File: config.mk
export PLATFORM = sky130hd
export DESIGN_NAME = apb_regs_wait
export DESIGN_NICKNAME = d
export VERILOG_FILES = /design/src/rtl/apb_regs_wait.sv
export SDC_FILE = /design/constraint.sdc
export NUM_CORES = 1
export LEC_CHECK = 0
export CAP_MARGIN = 5
export CORE_AREA = 2 2 261 263
export DETAILED_ROUTE_END_ITERATION = 10
export DIE_AREA = 0 0 263 265
export MAX_ROUTING_LAYER = met4
export SKIP_CTS_REPAIR_TIMING = 1
export SYNTH_ARGS = -nofsm -noshare
export SYNTH_HDL_FRONTEND = slang
export SYNTH_SLANG_ARGS = --single-unit
export TNS_END_PERCENT = 5
File: constraint.sdc
create_clock -name clk_i -period 7.97 [get_ports clk_i]
set_input_delay 2.391 -clock clk_i [delete_from_list [all_inputs] [get_ports clk_i]]
set_output_delay 2.391 -clock clk_i [all_outputs]
set_load 0.01 [all_outputs]
File: src/rtl/apb_regs_wait.sv
// rtl/apb_regs_wait.sv - APB4 completer register bank with configurable wait states
//
// Ports:
//   clk_i        clock
//   rst_ni       asynchronous reset, active low
//   base_addr_i  byte address of register 0 (word-aligned)
//   apb_req_i    APB request (paddr, pprot, psel, penable, pwrite, pwdata, pstrb)
//   apb_resp_o   APB response (pready, prdata, pslverr)
//   reg_load_i   per-register hardware load enable
//   reg_d_i      hardware load data, one word per register
//   reg_q_o      current register contents

package apb_regs_wait_pkg;

   typedef struct packed {
      logic [31:0] paddr;
      logic [2:0]  pprot;
      logic        psel;
      logic        penable;
      logic        pwrite;
      logic [31:0] pwdata;
      logic [3:0]  pstrb;
   } apb_req_t;

   typedef struct packed {
      logic        pready;
      logic [31:0] prdata;
      logic        pslverr;
   } apb_resp_t;

endpackage

module apb_regs_wait #(
   parameter int unsigned                        NoRegs     = 8,
   parameter int unsigned                        AddrWidth  = 32,
   parameter int unsigned                        DataWidth  = 32,
   parameter int unsigned                        WaitCycles = 1,
   parameter logic [NoRegs-1:0]                  ReadOnly   = '0,
   parameter logic [NoRegs-1:0][DataWidth-1:0]   RegRstVal  = '0,
   parameter type                                apb_req_t  = apb_regs_wait_pkg::apb_req_t,
   parameter type                                apb_resp_t = apb_regs_wait_pkg::apb_resp_t
) (
   input  logic                               clk_i,
   input  logic                               rst_ni,
   input  logic [AddrWidth-1:0]               base_addr_i,
   input  apb_req_t                           apb_req_i,
   output apb_resp_t                          apb_resp_o,
   input  logic [NoRegs-1:0]                  reg_load_i,
   input  logic [NoRegs-1:0][DataWidth-1:0]   reg_d_i,
   output logic [NoRegs-1:0][DataWidth-1:0]   reg_q_o
);

   localparam int unsigned StrbWidth = DataWidth / 8;
   localparam int unsigned IdxShift  = $clog2(StrbWidth);
   localparam int unsigned IdxWidth  = (NoRegs > 1) ? $clog2(NoRegs) : 1;
   localparam int unsigned CntWidth  = (WaitCycles > 0) ? $clog2(WaitCycles + 1) : 1;

   typedef enum logic [1:0] {
      ST_IDLE,
      ST_WAIT,
      ST_DONE
   } state_e;

   state_e                             state_q, state_d;
   logic [CntWidth-1:0]                cnt_q, cnt_d, cnt_inc;
   logic [NoRegs-1:0][DataWidth-1:0]   regs_q, regs_d;

   logic [AddrWidth-1:0]   paddr;
   logic [DataWidth-1:0]   pwdata;
   logic [StrbWidth-1:0]   pstrb;
   logic                   psel, penable, pwrite;
   logic                   unused_pprot;

   assign paddr        = apb_req_i.paddr;
   assign pwdata       = apb_req_i.pwdata;
   assign pstrb        = apb_req_i.pstrb;
   assign psel         = apb_req_i.psel;
   assign penable      = apb_req_i.penable;
   assign pwrite       = apb_req_i.pwrite;
   assign unused_pprot = ^apb_req_i.pprot;

   // Address decode. A base above paddr makes the subtraction wrap, which the
   // explicit >= compare rejects; low offset bits are dropped so unaligned
   // addresses alias onto their word.
   logic [AddrWidth-1:0]   offset, idx_full;
   logic [IdxWidth-1:0]    idx;
   logic                   in_range;

   assign offset   = paddr - base_addr_i;
   assign idx_full = offset >> IdxShift;
   assign idx      = idx_full[IdxWidth-1:0];
   assign in_range = (paddr >= base_addr_i) && (idx_full < AddrWidth'(NoRegs));

   // ST_DONE always means cnt_q == WaitCycles, so the completion cycle is simply
   // ST_DONE with an ACCESS phase on the bus.
   logic done, wr_en, rd_ok, err;

   assign done  = (state_q == ST_DONE) && psel && penable;
   assign wr_en = done && pwrite && in_range && !ReadOnly[idx];
   assign rd_ok = done && !pwrite && in_range;
   assign err   = done && (!in_range || (pwrite && ReadOnly[idx]));

   assign cnt_inc = cnt_q + CntWidth'(1);

   always_ff @(posedge clk_i or negedge rst_ni) begin
      if (!rst_ni) begin
         state_q <= ST_IDLE;
         cnt_q   <= '0;
      end else begin
         state_q <= state_d;
         cnt_q   <= cnt_d;
      end
   end

   always_comb begin
      state_d = state_q;
      cnt_d   = cnt_q;
      case (state_q)
         ST_IDLE: begin
            if (psel && !penable) begin
               cnt_d   = '0;
               state_d = (WaitCycles == 0) ? ST_DONE : ST_WAIT;
            end
         end
         ST_WAIT: begin
            if (!psel) begin
               // Aborted transfer: drop it silently.
               cnt_d   = '0;
               state_d = ST_IDLE;
            end else if (!penable) begin
               // A new SETUP restarts the wait count.
               cnt_d   = '0;
               state_d = ST_WAIT;
            end else begin
               cnt_d = cnt_inc;
               if (cnt_inc == CntWidth'(WaitCycles)) begin
                  state_d = ST_DONE;
               end
            end
         end
         ST_DONE: begin
            if (psel && !penable) begin
               cnt_d   = '0;
               state_d = (WaitCycles == 0) ? ST_DONE : ST_WAIT;
            end else begin
               cnt_d   = '0;
               state_d = ST_IDLE;
            end
         end
         default: begin
            cnt_d   = '0;
            state_d = ST_IDLE;
         end
      endcase
   end

   // Hardware load is applied first so that strobed APB bytes override it and
   // unstrobed bytes keep the load data on a same-edge collision.
   always_comb begin
      regs_d = regs_q;
      for (int i = 0; i < NoRegs; i++) begin
         if (reg_load_i[i]) begin
            regs_d[i] = reg_d_i[i];
         end
         if (wr_en && (idx == IdxWidth'(i))) begin
            for (int b = 0; b < StrbWidth; b++) begin
               if (pstrb[b]) begin
                  regs_d[i][b*8 +: 8] = pwdata[b*8 +: 8];
               end
            end
         end
      end
   end

   always_ff @(posedge clk_i or negedge rst_ni) begin
      if (!rst_ni) begin
         regs_q <= RegRstVal;
      end else begin
         regs_q <= regs_d;
      end
   end

   assign reg_q_o = regs_q;

   always_comb begin
      apb_resp_o         = '0;
      apb_resp_o.pready  = done;
      apb_resp_o.prdata  = rd_ok ? regs_q[idx] : '0;
      apb_resp_o.pslverr = err;
   end

endmodule

=== After elaboration in Yosys (flattened, before gate mapping) ===
Memories as Yosys holds them, arrays and structs flattened.
Index checks and enable logic that the tools add are counted.

* Flip-flop bits (word level): 259
* Bits in latches: 0
* RAM bits: 0
* Memory bits (read-only): 8
* Input port bits: 372
* Word-level logic and storage cells: 116
* Memories: 1

* Add/sub/neg operators: 2
* Multipliers: 0
* Div/mod/pow operators: 0
* $lt $le $gt $ge: 3
* Equality and inequality tests: 11
* Shift-type cells: 0
* Muxes and demuxes: 62
* Bitwise operators: 0
* Reduce and logical (&&, ||, !) cells: 27

{| class="wikitable"
|+ Memory list
! name !! words !! width !! rd ports !! clocked after Yosys merged registers in !! write ports !! line !! source
|-
| (no name shown) || 8 || 1 || 1 || 0 || 0 || 101 || <nowiki>assign err = done && (!in_range || (pwrite && ReadOnly[idx]));</nowiki>
|}

{| class="wikitable"
|+ Operators by type and width
! operator !! number
|-
| $mux W32 || 18
|-
| $mux W8 || 32
|-
| $bmux W32 S3 || 1
|-
| $ge A32 B32 Y1 || 1
|-
| $sub A32 B32 Y32 || 1
|-
| $lt A30 B4 Y1 const B || 1
|-
| $logic_and A1 B1 Y1 || 19
|-
| $eq A3 B3 Y1 const B || 4
|-
| $mux W2 || 4
|-
| $eq A3 B2 Y1 const B || 2
|-
| $pmux W2 S3 || 1
|-
| $mux W1 || 5
|-
| $logic_not A1 Y1 || 4
|-
| $lt A3 B4 Y1 const B || 1
|-
| $ne A4 B4 Y1 const B || 1
|-
| $eq A3 B1 Y1 const B || 1
|-
| $logic_not A3 Y1 || 1
|-
| $eq A2 B1 Y1 const B || 1
|-
| $eq A2 B2 Y1 const B || 1
|-
| $logic_not A2 Y1 || 1
|-
| $ne A2 B2 Y1 const B || 1
|-
| $pmux W1 S2 || 1
|-
| $reduce_and A2 Y1 || 1
|-
| $add A1 B1 Y1 const B || 1
|-
| $logic_or A1 B1 Y1 || 1
|}

=== Longest topological paths before layout ===
Gate-level depths: netlist of the first run.

* Depth after elaboration: 8
* Depth in mapped cells: 14
* Gate-level depth less buffers: 11

=== Least setup slack after synthesis of the first run ===
Ideal clock, no wire load.

* Kind: input -> output
* From: input base_addr_i[18]
* To: output apb_resp_o[30] (netlist bit)
* Data arrival time: 5.503 ns
* Slack: 0.076 ns
* Cell stages on the path: 13
* Buffers on the path: 2
* Cell sequence: inv_1 > ha_1 > clkbuf_1 > nand4_1 > or3_1 > a211oi_1 > nor3_1 > xor2_1 > o221ai_1 > nor4_4 > nand4_1 > clkbuf_1 > a2111oi_0

{| class="wikitable"
|+ RTL lines
! what !! line !! source
|-
| start: declaration || 45 || <nowiki>input logic [AddrWidth-1:0] base_addr_i,</nowiki>
|-
| end: declaration || 47 || <nowiki>output apb_resp_t apb_resp_o,</nowiki>
|}

==> impl_metrics.env, run 1 <==
export IMPL_grt_pass1_wl_mm=130.9
export IMPL_maxSlewHeadroom=0.3119
export IMPL_cts_inserted_buffers=31
export IMPL_ys_warn_count=0
export IMPL_p_int_w=0.003253
export IMPL_path_cells="dlymetal6s2s_1, ha_4, nand4_1, or3_4, a211oi_4, buf_6, buf_6, nor3_2, xor2_1, o221ai_2, nor4_4, nand4_1, buf_6, buf_12, buf_16, a2111oi_4, buf_4, buf_6"
export IMPL_synth_cells=1689
export IMPL_criticalPathCategory="input port to primary output"
export IMPL_hold_path_class="register to register"
export IMPL_viasPerCell=5.350
export IMPL_final_cells=3453
export IMPL_arrival_ns=5.95
export IMPL_wl_per_cell_um=27.39
export IMPL_ir_worst_vdd_uv=171.9
export IMPL_p_clk_frac=0.289
export IMPL_min_from="state_q[1]"
export IMPL_seq_power_share=0.321
export IMPL_synthArstFlopShare=1.000
export IMPL_powerDensity_nw_per_um2=165.2
export IMPL_min_to="state_q[1]"
export IMPL_syn_area_um2=17910
export IMPL_drt_iter0_drc=1189
export IMPL_status="complete, but fails checks"
export IMPL_fin_nets=2955
export IMPL_coreArea_um2=66800
export IMPL_setup_ws_ns=-0.3709
export IMPL_place_inst=3353
export IMPL_clkLatencyLatePin_ns=0.61
export IMPL_holdPathStages=1
export IMPL_p_switching_w=0.001645
export IMPL_worst_slew_pin_slew_ns=1.032
export IMPL_gp_routability_congestion=0.9264
export IMPL_clkSlewWorstSetupHoldPaths_ns=0.06
export IMPL_cap_violations=0
export IMPL_clock_fmax_mhz=119.9
export IMPL_grt_usage=0.2615
export IMPL_drt_total_wl_mm=94.59
export IMPL_yosysTopAreaCell="dfrtp_1"
export IMPL_dieArea_um2=69700
export IMPL_fp_row_count=95
export IMPL_synth_common_cells="mux2_2, dfrtp_1, nand2_1, nor2_1, clkbuf_1"
export IMPL_ioPinCount=662
export IMPL_io_buffers=658
export IMPL_slew_violations=0
export IMPL_initial_core_util=0.2681
export IMPL_synth_area_per_cell_um2=10.60
export IMPL_final_util=0.4438
export IMPL_root_buffer="clkbuf_16"
export IMPL_critical_path_top_delay_family="buffers and inverters"
export IMPL_synth_nets=2093
export IMPL_crit_fanout=5
export IMPL_antenna_found_initial=8
export IMPL_synth_cell_types=62
export IMPL_drcViolationCount=0
export IMPL_finClkSkew_ns=0.006166
export IMPL_cts_buffer_depth=3
export IMPL_yosysSeqAreaShare=0.3619
export IMPL_synth_edf_count=0
export IMPL_crit_path_end_kind="primary output"
export IMPL_grt_pass1_vias=19011
export IMPL_post_route_period_util=1.047
export IMPL_reg2reg_depth=6
export IMPL_rr_startpoint="state_q[0]"
export IMPL_dp_hpwl_mm=68.35
export IMPL_crit_start="apb_req_i[58]"
export IMPL_htreeDepth=1
export IMPL_leakage_nw=12.35
export IMPL_fin_crit_ns=8.341
export IMPL_p_sw_frac=0.3359
export IMPL_synth_ff_type="dfrtp_1"
export IMPL_cp_required_ns=5.58
export IMPL_fill_cells=6286
export IMPL_place_area_um2=27230
export IMPL_synth_most_common_cell="mux2_2"
export IMPL_rsz0062_at_grt="yes"
export IMPL_grt_max_degree=156
export IMPL_setup_viol=32
export IMPL_critPathMaxStageDelay_ns=0.41
export IMPL_ff2ff_setup_slack_ns=5.28
export IMPL_comb_power_share=0.390
export IMPL_timing_rr_end="reg_q_o[230]"
export IMPL_total_power_w=0.004898
export IMPL_vias=18473
export IMPL_die_h_um=265
export IMPL_synth_seq_cells=259
export IMPL_detail_route_antenna_nets=0
export IMPL_yosysTopAreaCellShare=0.3619
export IMPL_critPathBufInv=8
export IMPL_cts_tree="yes"
export IMPL_die_width_um=263
export IMPL_finalHoldViolations=0
export IMPL_start_kind="input port"
export IMPL_overflow=0
export IMPL_syn_to_final_growth_pct=65.54
export IMPL_crit_top_cell="buf_6"
export IMPL_slowest_stage="or3_4"
export IMPL_layout_drive_gt1_share=0.4218
export IMPL_ys_top_cells_by_area="dfrtp_1, mux2_2, nand2_1"
export IMPL_cts_sinks=259
export IMPL_violations="negative setup slack"
export IMPL_dr_pass1_iters=6
export IMPL_finalInstanceArea_um2=29650
==> worst reg2reg max path, cell delays in order (launching register included) <==
cell and delay, ns:
dfrtp_1 0.42, and4b_1 0.31, buf_4 0.20, nand3_1 0.32, nor3_1 0.29, nand4_2 0.53
mux2_2 0.50
==> layout make-up <==
cell class / count / area [µm²] / area share
Timing Repair Buffer: 945 / 8967 / 0.3025
Antenna cell: 10 / 25.02 / 0.0008440
Sequential cell: 259 / 6481 / 0.2186
Tap cell: 873 / 1092 / 0.03684
Inverter: 39 / 148.9 / 0.005022
Multi-Input combinational cell: 1275 / 11980 / 0.4039
Clock inverter: 7 / 100.1 / 0.003376
Clock buffer: 45 / 858.3 / 0.02895
==> stage by stage <==
stage / hold slack [ns] / worst slack [ns] / TNS [ns]
3_3_place_gp: 0.4496 / -1.423 / -35.53
3_5_place_dp: 0.4750 / -1.468 / -36.22
4_1_cts: 0.4835 / -1.521 / -37.40
2_1_floorplan: 0.4362 / 0.07602 / 0
6_report: 0.4915 / -0.3709 / -5.044
5_1_grt: 0.5122 / -0.4758 / -8.594
==> power by group through the flow <==
| stage | logic [W] | clock network (W) | registers, W |
|---|---|---|---|
| 2_1_floorplan | 0.000707 | 0 | 0.00162 |
| 3_3_place_gp | 0.00175 | 0 | 0.00159 |
| 3_5_place_dp | 0.00177 | 0 | 0.00159 |
| 4_1_cts | 0.00178 | 0.00144 | 0.00157 |
| 5_1_grt | 0.00202 | 0.00149 | 0.00159 |
| 6_report | 0.00191 | 0.00141 | 0.00157 |
==> layer usage <==
layer,up-vias,track usage,wire [µm]
li1,8090,-,-
met1,9323,0.3118,38110
met2,884,0.4492,46870
met3,176,0.05444,6687
met4,0,0.06703,2919
met5,-,-,0
==> cell families after synthesis <==
family          share of synthesized area
mux                                0.3483
simple gates                       0.1331
flops                              0.3619
compound gates                    0.09613
buf+inv                           0.03430
fa+ha+maj                         0.02236
xor+xnor                         0.003912
==> worst max-delay path by stage <==
stage	slack, ns	cells past startpoint	to
after CTS	-1.52	16	apb_resp_o[14]
after global placement	-1.42	16	apb_resp_o[14]
final	-0.37	18	apb_resp_o[14]
after detailed placement	-1.47	16	apb_resp_o[14]
after floorplan	0.08	13	apb_resp_o[30]
after global routing	-0.48	19	apb_resp_o[14]
==> registers in the layout, summed over array words and instances (netlist names) <==
signal,flops
cnt_q,1
state_q,2
reg_q_o,256
==> cell usage in the layout (no fill, tap or decap), drive strengths merged, types with 44 or more instances in the layout <==
| cell type | instances |
|---|---|
| nor2 | 103 |
| clkbuf | 67 |
| nand3 | 61 |
| dfrtp | 259 |
| mux2 | 514 |
| nand2 | 140 |
| buf | 324 |
| o211ai | 54 |
| a21oi | 44 |
| clkdlybuf4s50 | 561 |
| nand4 | 51 |
| nor3 | 57 |
(Power assumes the default switching activity.)
==> run 2: changes to the inputs <==
SKIP_CTS_REPAIR_TIMING = default   (was 1)
==> run 2 against run 1 <==
Net effect:
- the flow still finishes with violations (negative setup slack)
- clock power hardly changed
- critical path depth fell by 2
- register-to-register slack about the same
- first-iteration DRC count fell by 0.42%
- highest routed layer unchanged
- maximum frequency rose by 3.4%
- clock skew is 0.0015 ns higher
- worst hold slack improved by 0.0025 ns
- largest cell class unchanged
- setup slack better by 0.27 ns
- sequential share of layout area about the same
- global-route usage grew 0.58 points
- cell area about the same
==> impl_metrics.env, run 2 (synthesis gave the netlist of run 1 again) <==
export IMPL_ioPinCount=662
export IMPL_initial_core_util=0.2681
export IMPL_cts_inserted_buffers=31
export IMPL_cts_tree="yes"
export IMPL_fp_row_count=95
export IMPL_crit_path_end_kind="primary output"
export IMPL_vias=18377
export IMPL_path_cells="clkdlybuf4s50_1, inv_1, ha_4, buf_4, o211ai_1, o21bai_1, mux2_4, o2bb2ai_4, nand3_2, nor4_2, nand4_1, buf_12, buf_16, buf_12, a2111oi_2, buf_2"
export IMPL_hold_path_class="register to register"
export IMPL_finClkSkew_ns=0.007656
export IMPL_ff2ff_setup_slack_ns=5.29
export IMPL_multi_input_area_um2=12090
export IMPL_clkLatencyLatePin_ns=0.61
export IMPL_holdPathStages=1
export IMPL_rsz0062_at_grt="yes"
export IMPL_reg2reg_depth=6
export IMPL_place_inst=3353
export IMPL_drt_total_wl_mm=94.06
export IMPL_clock_fmax_mhz=124.0
export IMPL_powerDensity_nw_per_um2=165.9
export IMPL_cp_required_ns=5.58
export IMPL_status="complete, but fails checks"
export IMPL_clkSlewWorstSetupHoldPaths_ns=0.06
export IMPL_hold_slack_ns=0.4940
export IMPL_leakage_nw=12.05
export IMPL_antenna_found_initial=7
export IMPL_setup_ws_ns=-0.09755
export IMPL_ir_worst_vdd_uv=170.8
export IMPL_grt_pass1_vias=19550
export IMPL_slew_violations=0
export IMPL_arrival_ns=5.68
export IMPL_min_to="state_q[1]"
export IMPL_grt_usage=0.2673
export IMPL_root_buffer="clkbuf_16"
export IMPL_viasPerCell=5.324
export IMPL_grt_pass1_wl_mm=134.0
export IMPL_start_kind="input port"
export IMPL_post_route_period_util=1.012
export IMPL_slowest_stage="clkdlybuf4s50_1"
export IMPL_fin_nets=2955
export IMPL_io_buffers=658
export IMPL_crit_fanout=5
export IMPL_syn_to_final_growth_pct=65.45
export IMPL_rr_startpoint="state_q[0]"
export IMPL_cap_violations=0
export IMPL_fin_crit_ns=8.068
export IMPL_htreeDepth=1
export IMPL_critPathMaxStageDelay_ns=0.47
export IMPL_finalHoldViolations=0
export IMPL_timing_rr_end="reg_q_o[230]"
export IMPL_die_width_um=263
export IMPL_fill_cells=6301
export IMPL_overflow=0
export IMPL_setup_viol=20
export IMPL_final_common_cell="clkdlybuf4s50_1"
export IMPL_violations="negative setup slack"
export IMPL_drt_iter0_drc=1184
export IMPL_min_from="state_q[1]"
export IMPL_criticalPathCategory="input port to primary output"
export IMPL_cts_sinks=259
export IMPL_layout_drive_gt1_share=0.4366
export IMPL_total_power_w=0.004915
export IMPL_cts_buffer_depth=3
export IMPL_gp_routability_congestion=0.9264
export IMPL_maxSlewHeadroom=0.3117
export IMPL_layout_area_seq_um2=6481
export IMPL_coreArea_um2=66800
export IMPL_dp_hpwl_mm=68.35
export IMPL_worst_slew_pin_slew_ns=1.032
export IMPL_final_cell_mix="clkdlybuf4s50_1, mux2_2, dfrtp_1"
export IMPL_crit_top_cell="buf_12"
export IMPL_dr_pass1_iters=5
export IMPL_cts_hold_repair_buffers=0
export IMPL_detail_route_antenna_nets=0
export IMPL_die_h_um=265
export IMPL_dieArea_um2=69700
export IMPL_grt_max_degree=156
export IMPL_final_cells=3452
export IMPL_largest_reg_flops=256
export IMPL_wl_per_cell_um=27.25
export IMPL_crit_start="base_addr_i[28]"
export IMPL_drcViolationCount=0
[run 2: worst max-delay path by stage]
stage                     end  depth (start not counted)
3_5_place_dp   apb_resp_o[14]                         16
4_1_cts        apb_resp_o[14]                         16
2_1_floorplan  apb_resp_o[30]                         13
5_1_grt        apb_resp_o[19]                         17
6_report       apb_resp_o[19]                         16
3_3_place_gp   apb_resp_o[14]                         16
[run 2: per-stage QoR]
stage | utilization | worst slack (ns) | TNS, ns | instance area, µm²
floorplan | - | 0.07602 | 0 | 17910
global placement | 0.4077 | -1.423 | -35.53 | 27230
detailed placement | 0.4077 | -1.468 | -36.22 | 27230
CTS | 0.4388 | -0.2043 | -2.194 | 29320
global route | 0.4435 | -0.2371 | -5.459 | 29630
finish | 0.4436 | -0.09755 | -0.9435 | 29630
[run 2: area by class of cell]
cell class | count | share of cell area
inverter | 39 | 0.005194
tap | 873 | 0.03686
clock buffer | 45 | 0.02897
sequential | 259 | 0.2187
antenna | 9 | 0.0007600
multi-input combinational | 1275 | 0.4081
timing repair buffer | 945 | 0.2981
clock inverter | 7 | 0.003378
[run 2: worst max-delay path, delay by kind of cell]
kind / cells / cell delay, ns
muxes: 1 / 0.31
adders and majority gates: 1 / 0.26
and+or+nand+nor: 3 / 0.63
AOI/OAI and AO/OA: 4 / 0.70
buffers and inverters: 7 / 1.38
[run 2: what timing repair did]
item                                    4_1_cts  5_1_grt
resized for setup                           553       53
endpoints found under the setup margin       33       33
buffers inserted                             40        2
pin swaps                                    75       17
[run 2: power by group]
part,switching (W),internal (W)
Sequential,0.000125,0.00145
Clock,0.000609,0.000804
Combinational,0.000926,0.00100
Total,0.00166,0.00325
[run 2: metal layers]
layer | part of all wire | vias to the layer above | track usage
li1 | - | 8078 | -
met1 | 0.41 | 9293 | 0.3160
met2 | 0.50 | 840 | 0.4583
met3 | 0.066 | 166 | 0.05462
met4 | 0.029 | 0 | 0.07907
met5 | 0 | - | -
==> run 3: changes to the inputs <==
PLACE_DENSITY_LB_ADDON = 0.1   (was default)
SKIP_LAST_GASP = 1   (was default)
==> run 3 against run 2 <==
Net effect:
- the run still ends with negative setup slack left
- sequential power hardly changed
- cell area up 2.0%
- clock power rose by 15%
- sequential share of layout area down 0.42 points
- clock-buffer cell count is 6 higher
- worst hold slack lost 0.0094 ns
- setup slack worse by 0.068 ns
- largest cell class unchanged
- highest routed layer unchanged
==> impl_metrics.env, run 3 (synthesis gave the netlist of run 1 again) <==
export IMPL_fin_crit_ns=8.136
export IMPL_worst_slew_pin_slew_ns=0.9951
export IMPL_drt_iter0_drc=995
export IMPL_hold_path_class="register to register"
export IMPL_viasPerCell=5.209
export IMPL_finalInstanceArea_um2=30210
export IMPL_largest_reg_flops=256
export IMPL_clkSlewWorstSetupHoldPaths_ns=0.05
export IMPL_htreeDepth=2
export IMPL_dr_pass1_iters=5
export IMPL_violations="negative setup slack"
export IMPL_status="complete, but fails checks"
export IMPL_die_h_um=265
export IMPL_clkLatencyLatePin_ns=0.54
export IMPL_ir_worst_vdd_uv=142.5
export IMPL_antenna_found_initial=16
export IMPL_dp_hpwl_mm=71.38
export IMPL_vias=18126
export IMPL_maxSlewHeadroom=0.3366
export IMPL_io_buffers=658
export IMPL_final_cells=3480
export IMPL_crit_path_end_kind="primary output"
export IMPL_min_from="state_q[1]"
export IMPL_final_cell_mix="clkdlybuf4s50_1, mux2_2, dfrtp_1"
export IMPL_coreArea_um2=66800
export IMPL_finalHoldViolations=0
export IMPL_initial_core_util=0.2681
export IMPL_syn_to_final_growth_pct=68.69
export IMPL_leakage_nw=12.61
export IMPL_dieArea_um2=69700
export IMPL_critical_path_top_delay_family="simple AND/OR/NAND/NOR gates"
export IMPL_slew_violations=0
export IMPL_cts_buffer_depth=3
export IMPL_setup_viol=31
export IMPL_grt_usage=0.2808
export IMPL_critPathMaxStageDelay_ns=0.47
export IMPL_final_util=0.4523
export IMPL_gp_routability_congestion=0.9178
export IMPL_overflow=0
export IMPL_criticalPathCategory="input port to primary output"
export IMPL_layout_drive_gt1_share=0.4332
export IMPL_crit_fanout=6
export IMPL_arrival_ns=5.74
export IMPL_cts_sinks=259
export IMPL_final_common_cell="clkdlybuf4s50_1"
export IMPL_grt_pass1_vias=19177
export IMPL_fin_nets=2969
export IMPL_place_ws_ns=-1.321
export IMPL_rr_startpoint="state_q[0]"
export IMPL_wl_per_cell_um=28.19
export IMPL_place_inst=3356
export IMPL_powerDensity_nw_per_um2=170.5
export IMPL_die_width_um=263
export IMPL_drcViolationCount=0
export IMPL_cts_inserted_buffers=36
export IMPL_drt_total_wl_mm=98.10
export IMPL_finClkSkew_ns=0.02410
export IMPL_crit_start="apb_req_i[53]"
export IMPL_detail_route_antenna_nets=0
export IMPL_setup_ws_ns=-0.1660
export IMPL_post_route_period_util=1.021
export IMPL_fill_cells=6412
export IMPL_grt_pass1_wl_mm=139.4
export IMPL_slowest_stage="or3_4"
export IMPL_ioPinCount=662
export IMPL_clock_fmax_mhz=122.9
export IMPL_cp_required_ns=5.58
export IMPL_critPathBufInv=5
export IMPL_cts_tree="yes"
export IMPL_grt_max_degree=144
export IMPL_fp_row_count=95
export IMPL_path_cells="dlymetal6s2s_1, ha_4, nand4_1, or3_4, a211oi_4, nor3_2, xor2_1, o221ai_2, nor4_4, nand4_1, buf_12, buf_12, a2111oi_4, buf_4, buf_6"
export IMPL_cap_violations=0
export IMPL_root_buffer="clkbuf_16"
export IMPL_start_kind="input port"
export IMPL_rsz0062_at_grt="yes"
export IMPL_place_area_um2=27320
==> run 3: repair_timing <==
action,in CTS,in global routing
pin swaps,27,77
gates resized for setup,266,226
setup buffers,15,30
gates cloned,4,0
hold buffers,0,0
endpoints found under the setup margin,33,33
==> run 3: stage by stage <==
step / hold slack (ns) / TNS [ns] / total power, W
after floorplan: 0.4362 / 0 / 0.002325
after global routing: 0.5070 / -7.587 / 0.005376
final: 0.4846 / -2.562 / 0.005150
after CTS: 0.4864 / -14.90 / 0.005116
after detailed placement: 0.4744 / -35.96 / 0.003390
after global placement: 0.4515 / -36.47 / 0.003378
==> run 3: cell type report <==
cell class | count | area (µm²) | area share
diodes | 17 | 42.54 | 0.001408
clock buffers | 51 | 1027 | 0.03400
clock inverters | 12 | 135.1 | 0.004473
inverters | 39 | 148.9 | 0.004928
multi-input cells | 1275 | 12050 | 0.3988
flip-flops and latches | 259 | 6481 | 0.2145
well taps | 873 | 1092 | 0.03615
repair buffers | 954 | 9238 | 0.3058
==> run 3: where the power goes <==
group / internal (W) / total [W] / switching (W) / leakage [nW]
registers: 0.00145 / 0.00157 / 0.000124 / 3.03
clock network: 0.000966 / 0.00162 / 0.000658 / 0.577
logic: 0.00104 / 0.00195 / 0.000915 / 9.00
==> run 3: path summary, 6_finish.rpt <==
kind,end,slack (ns),cells past startpoint
min reg2reg,cnt_q,0.48,1
min,cnt_q,0.48,1
max reg2reg,reg_q_o[110],5.37,6
max,apb_resp_o[8],-0.17,15
max in group asynchronous,reg_q_o[129],4.50,2
min in group asynchronous,reg_q_o[52],1.93,1
==> run 3: worst reg2reg max path: stages, from the launching register on <==
cell	delay, ns
dfrtp_1	0.41
and4b_1	0.30
buf_4	0.19
nand3_1	0.32
nor3_1	0.29
nand4_2	0.48
mux2_2	0.48
==> run 3: routing by layer <==
layer	global-route usage	part of all wire	vias up
met5	-	0	-
met4	0.07521	0.027	0
met3	0.05341	0.054	128
li1	-	-	8129
met1	0.3450	0.42	9262
met2	0.4722	0.49	607
